### src/rtl/reg_file_32.sv
// 32 x 32-bit register file: two combinational read ports, one write-back port, r0 hard-wired to zero.
// Latency: reads are zero-cycle; a write lands at the next rising edge (same-cycle visible when BYPASS=1); trap lags by one cycle.
// Backpressure: none; every cycle's write-back request is either committed, discarded (r0) or trapped (overflow).
module reg_file_32 #(
    parameter int BYPASS = 1
) (
    input  logic        clk,
    input  logic        rst_n,
    input  logic [4:0]  rs_addr,
    input  logic [4:0]  rt_addr,
    output logic [31:0] rs_data,
    output logic [31:0] rt_data,
    input  logic        reg_write,
    input  logic [4:0]  rd_addr,
    input  logic [31:0] rd_data,
    input  logic        overflow,
    output logic        trap,
    output logic [15:0] wr_count
);

    // Forwarding is a build-time choice; folding it into one bit keeps the read muxes simple.
    localparam logic FWD_EN = (BYPASS != 0);

    // Storage. Entry 0 exists only so the array is naturally indexed; it is
    // cleared by reset, never written, and masked on read regardless.
    logic [31:0] regs [0:31];

    // Write-back classification for the current cycle.
    logic        wr_req;      // write-back requested at all
    logic        wr_suppress; // ALU flagged overflow: drop it and raise trap
    logic        wr_to_zero;  // destination is r0: silently drop
    logic        wr_commit;   // this request will update the array at the edge

    // Read-port forwarding hits.
    logic        rs_fwd;
    logic        rt_fwd;

    // Registered outputs.
    logic        trap_q;
    logic [15:0] wr_count_q;

    // Decide what happens to this cycle's write-back request. Reset blocks the
    // commit so a write coincident with reset is neither stored nor counted.
    always_comb begin
        wr_req      = reg_write;
        wr_suppress = reg_write & overflow;
        wr_to_zero  = (rd_addr == 5'd0);
        wr_commit   = rst_n & wr_req & ~overflow & ~wr_to_zero;
    end

    // Forward only genuine commits, so trapped or r0 writes never leak onto a read port.
    always_comb begin
        rs_fwd = FWD_EN & wr_commit & (rd_addr == rs_addr);
        rt_fwd = FWD_EN & wr_commit & (rd_addr == rt_addr);
    end

    // Register array: clear everything on reset, otherwise take committed writes.
    always_ff @(posedge clk) begin
        if (!rst_n) begin
            for (int i = 0; i < 32; i++) begin
                regs[i] <= 32'h0;
            end
        end else if (wr_commit) begin
            regs[rd_addr] <= rd_data;
        end
    end

    // Trap is the one-cycle-late echo of a suppressed write; consecutive suppressions keep it high.
    always_ff @(posedge clk) begin
        if (!rst_n) begin
            trap_q <= 1'b0;
        end else begin
            trap_q <= wr_suppress;
        end
    end

    // Committed-write counter; 16-bit arithmetic wraps ffff -> 0000 on its own.
    always_ff @(posedge clk) begin
        if (!rst_n) begin
            wr_count_q <= 16'h0000;
        end else if (wr_commit) begin
            wr_count_q <= wr_count_q + 16'd1;
        end
    end

    // Read port A: zero while in reset or for r0, forwarded data on a hit, else the array.
    // Both ports share identical selection logic so equal addresses always agree.
    always_comb begin
        rs_data = regs[rs_addr];
        if (!rst_n || (rs_addr == 5'd0)) begin
            rs_data = 32'h0;
        end else if (rs_fwd) begin
            rs_data = rd_data;
        end
    end

    // Read port B: same selection as port A.
    always_comb begin
        rt_data = regs[rt_addr];
        if (!rst_n || (rt_addr == 5'd0)) begin
            rt_data = 32'h0;
        end else if (rt_fwd) begin
            rt_data = rd_data;
        end
    end

    assign trap     = trap_q;
    assign wr_count = wr_count_q;

endmodule

### config.mk
export PLATFORM = sky130hd
export DESIGN_NAME = reg_file_32
export DESIGN_NICKNAME = d
export VERILOG_FILES = /design/src/rtl/reg_file_32.sv
export SDC_FILE = /design/constraint.sdc
export NUM_CORES = 2
export LEC_CHECK = 0
export BUFFER_PORTS_ARGS = -buffer_cell sky130_fd_sc_hd__buf_2
export CAP_MARGIN = 20
export CORE_MARGIN = 5
export CORE_UTILIZATION = 40
export DETAILED_ROUTE_END_ITERATION = 16
export SETUP_SLACK_MARGIN = 0.2
export SLEW_MARGIN = 40
export SYNTH_ARGS = -nofsm -noshare
export SYNTH_HDL_FRONTEND = slang
export SYNTH_SLANG_ARGS = --single-unit
### constraint.sdc
create_clock -name clk -period 8.2 [get_ports clk]
set_input_delay 0.41 -clock clk [delete_from_list [all_inputs] [get_ports clk]]
set_output_delay 0.41 -clock clk [all_outputs]
set_load 0.005 [all_outputs]
Word-level counts from Yosys, hierarchy flattened --
Memory sizes are Yosys's and may differ from the RTL's. Cells that the tools add are included.
Storage, ports and cells: bits in registers 17, memory bits (writable) 1024, output and inout bits 81, word-level logic and storage cells 32, memories 1
Cells by class: add/sub/neg operators 1, equal/unequal tests 2, multiplexer cells 11, bitwise logic cells 8, reductions and logical operators 7
Memories:
- regs | words 32, width 32, rd ports 2, clocked after Yosys merged registers in 0, write ports 32, RTL line 26 | logic [31:0] regs [0:31];
Operator list (number):
- two-way mux 32 bit | 5
- OR reduction 32 bit | 1
- adder 16 x 1 -> 16 bit, second input constant | 1
- zero test 5 bit | 3
- equality test 5 bit | 2
- AND 1 bit | 6
- two-way mux 1 bit | 5
- two-way mux 5 bit | 1
- logical OR 1 bit | 2
- NOT 1 bit | 2
- zero test 1 bit | 1

Longest topological paths before layout --
word-level depth 8, depth in mapped cells 9, gate-level depth less buffers 5

Worst setup path before layout --
OpenSTA, ideal clock, no wires.
path type in2reg, from input rd_addr[3], to memory regs[10][0], enable pin, setup time 466 ps, data arrival time 3505 ps, data required time 7734 ps, setup slack 4229 ps, cell stages on the path 4, path buffers 2, cells stage by stage buf_2 or3b_2 clkbuf_1 o21ai_0
RTL lines:
- start, declared | RTL line 14 | input logic [4:0] rd_addr,
- end, declared | RTL line 26

Final worst setup path --
from input rst_n, to output rs_data[17]
On the way: cells in the longest elaborated chain, start to end 6, elaborated cells on any way between the ends 8, those cells by class 2 x mux; 4 x bitwise; 2 x reduce/logical
RTL lines:
- start, declared | RTL line 8 | input logic rst_n,
- AND 1 bit (3 in a row) | RTL line 48 | wr_commit = rst_n & wr_req & ~overflow & ~wr_to_zero;
- AND 1 bit | RTL line 53 | rs_fwd = FWD_EN & wr_commit & (rd_addr == rs_addr);
- two-way mux 32 bit | RTL line 92 | end else if (rs_fwd) begin
- two-way mux 32 bit * | RTL line 90 | if (!rst_n || (rs_addr == 5'd0)) begin
- end, declared | RTL line 11 | output logic [31:0] rs_data,
Every way passes the cells marked *; elsewhere a longest branch is shown, timed or not.

==> key figures <==
Run status
  • Outcome: completed

Global route
  • Initial antenna violation count: 27
  • Vias in the first global route: ~36000
  • GRT Util Overall: 0.2875
  • First-pass GRT wire length: 296100 um
  • Largest net degree at the start of global routing: 95
  • Global route total overflow: 0

Clock network
  • CTS tree: built
  • Clock Latency Late Sink: around 0.72 ns
  • CTS sink cnt: 1041
  • Clock slew at reported path FFs: roughly 0.06 ns
  • Post_cts resized: 0
  • Num CTS Buffers: 112
  • Hold_buf cts: 0
  • # H-tree levels: 3
  • Clk root buf: clkbuf_16
  • Setup Buffers After CTS: 0
  • Max Root-Sink Buffers: 3

Floorplanning
  • Die Area: 0.1480 mm^2
  • Starting Density: 0.4025
  • Die H: 384.7 um
  • Rows: 137
  • Core area: between 0.1 and 0.15 mm^2
  • Die Wd: 384.7 um
  • Io pins: between 100 and 150

Detailed routing
  • Drt initial violations: 5258
  • Initial DRT Pass Iterations: 6
  • Via-to-Cell Ratio: ~6.4
  • ANT nets after route: 0
  • Routed via count: 37460
  • DRC: 0
  • Routed WL: approximately 220000 um
  • Wire length per cell: about 37 um

Finish
  • Layout cells sized above 1: 0.2535
  • Most frequent cells in the layout: 1024 x edfxtp_1, 997 x and2_1, 430 x mux4_2
  • Synth-to-Final Area Change: 12.49%
  • Final #Nets: between 3000 and 4000
  • Commonest non-fill, non-tap cell in the layout: edfxtp_1

Setup path
  • Worst Setup End Kind: primary output
  • Critical path required time: 7.79 ns
  • CP max FO: 56
  • Setup crit start kind: input pin
  • Setup CP Type: input pin to primary output
  • Worst EP arrival: ~4.4 ns

Logic synthesis
  • Asr flop ratio synth: 0
  • Post-Syn Area: 0.05616 mm^2
  • Top-area cell type share of the netlist area: 0.5475
  • Main area contributors after synthesis: edfxtp_1 55%, mux4_2 17%, and2_1 11%, mux2i_1 4.0%, clkbuf_1 1.9%
  • Syn_area_per_cell: roughly 15 um^2
  • Unique masters post-synth: 63
  • Post-Syn Instances: 3870
  • Yosys warns: 0
  • FF+latch count, synth: 1041
  • EDFF count, synth: a little over 1000
  • Sequential area share after synthesis: 0.5536
  • Largest area contributor in the netlist: edfxtp_1
  • Top FF cell, synth: edfxtp_1

Power
  • Power per cell area: 202.5 mW/mm^2
  • Switching portion of total power: 0.2596
  • P_leak: about 22 nW
  • Logic gate share of total power: 0.125
  • Clock share of power: 0.385
  • Peak VDD IR: around 190 uV
  • Pint: about 9.5 mW
  • Switching power total: roughly 3.3 mW
  • Sequential Power Share: 0.490

Placement
  • Dpl hpwl: 133100 um
  • Dpl ws: between 3 and 4 ns
  • GP Congestion: 0.8752
  • IO Port Bufs: roughly 130

STA
  • Tcrit/Tclk final: 0.5881
  • Actual slew at the worst max-slew pin: 0.8981 ns
  • Skew final: 0.009940 ns
  • Final hold viol count: 0
  • Slew headroom: 0.3999
  • Tmin final: ~4.8 ns
  • Max Clk Rate: 207.4 MHz
  • Final setup violation count: 0
  • RSZ-0062 raised after global routing: no
  • TNS Setup: 0 ns
  • Fin. max-slew vios: 0
  • Slack of the critical path: roughly 3.4 ns

Flow run
  • Max Cap Viol: 0

Hold path
  • Worst Hold Class: input pin to flip-flop
worst paths after layout:
path | start | to | slack, ns | cells after the start
worst min register to register | wr_count[5] | wr_count[5] | 0.50 | 2
worst min-delay path | reg_write | trap | 0.21 | 2
worst max-delay path | rst_n | rs_data[17] | 3.38 | 9
worst max register to register | wr_count[0] | wr_count[14] | 5.98 | 6
Yosys cell counts (2+ instances only):
library cell and n:
dfxtp_1 17, xor2_1 9, o221ai_1 18, inv_1 3, o22ai_1 33, buf_6 12, o211ai_2 23, nand4b_1 31
or3_1 4, a22o_1 60, buf_2 85, a211oi_1 18, a221o_1 4, mux4_2 430, nor4_1 2, o31a_1 2
a221oi_1 13, nand2_1 137, a41oi_1 10, or3b_2 2, edfxtp_1 1024, mux2_2 31, a2bb2oi_1 2, nor2b_1 11
nor3b_1 2, a211o_1 6, a32o_1 23, nor3_1 6, a22oi_1 46, buf_1 24, buf_4 20, a31o_2 6
xnor2_1 14, a21oi_1 12, nor2_1 82, o211ai_1 24, nand3_1 23, o21ai_0 53, and2_1 999, o2bb2ai_1 2
nand3b_1 5, nand4_1 18, mux2i_1 225, clkbuf_1 280
worst max-delay path, cell delays in order:
cell	delay (ns)
buf_4	0.53
and3b_1	0.51
o21ai_2	0.19
nor3b_2	0.20
buf_4	0.67
or3_2	0.61
buf_4	0.53
o211ai_2	0.38
buf_2	0.25
cell type report:
type                       count  area (um^2)
tap                         1876         2347
multi-input combinational   2436        24010
fill                       12260        76360
inverter                       3        12.51
clock buffer                 142         2958
clock inverter                66        505.5
antenna                       15        37.54
sequential                  1041        31090
timing repair buffer         276         2211
stage by stage:
step / hold slack [ns] / cells / cell area, um^2 / power (mW) / util
final: 0.2140 / 5855 / 63170 / 12.79 / 0.4527
after global routing: 0.1953 / 5840 / 63130 / 13.10 / 0.4525
after detailed placement: 0.5014 / 5627 / 59570 / 7.933 / 0.4269
after CTS: 0.1648 / 5835 / 63030 / 12.78 / 0.4517
after floorplan: 0.4766 / 3901 / 56280 / 7.274 / -
after global placement: 0.4836 / 5598 / 59020 / 7.902 / 0.4230
power by group through the flow:
| stage | clock (mW) | combinational, mW | sequential, mW |
|---|---|---|---|
| 6_report | 4.93 | 1.60 | 6.27 |
| 2_1_floorplan | 0 | 0.948 | 6.33 |
| 3_3_place_gp | 0 | 1.55 | 6.35 |
| 4_1_cts | 4.96 | 1.57 | 6.26 |
| 3_5_place_dp | 0 | 1.56 | 6.37 |
| 5_1_grt | 5.17 | 1.64 | 6.29 |
cells by family after synthesis:
kind of cell / after synthesis / share of synthesized area
xor gates and xnor gates: 23 / 0.003587
AOI/OAI and AO/OA: 363 / 0.05093
other: 1 / 0.00006677
muxes: 686 / 0.2188
DFF: 1041 / 0.5536
and+or+nand+nor: 1331 / 0.1397
buffers and inverters: 424 / 0.03317
adders and majority gates: 1 / 0.0002228
registers in the layout, summed over array words and instances, names as in the netlist:
signal and flops:
trap 1, wr_count 16, regs 1024
routing by layer:
metal | wire length (um) | vias to the layer above | track usage | part of all wire
li1 | - | 14840 | - | -
met1 | 81870 | 19490 | 0.3845 | 0.38
met2 | 98020 | 2657 | 0.4444 | 0.46
met3 | 26090 | 463 | 0.08091 | 0.12
met4 | 9382 | 8 | 0.1182 | 0.044
met5 | 52 | - | 0 | 0.00024
Power figures use the tool's default switching activity.
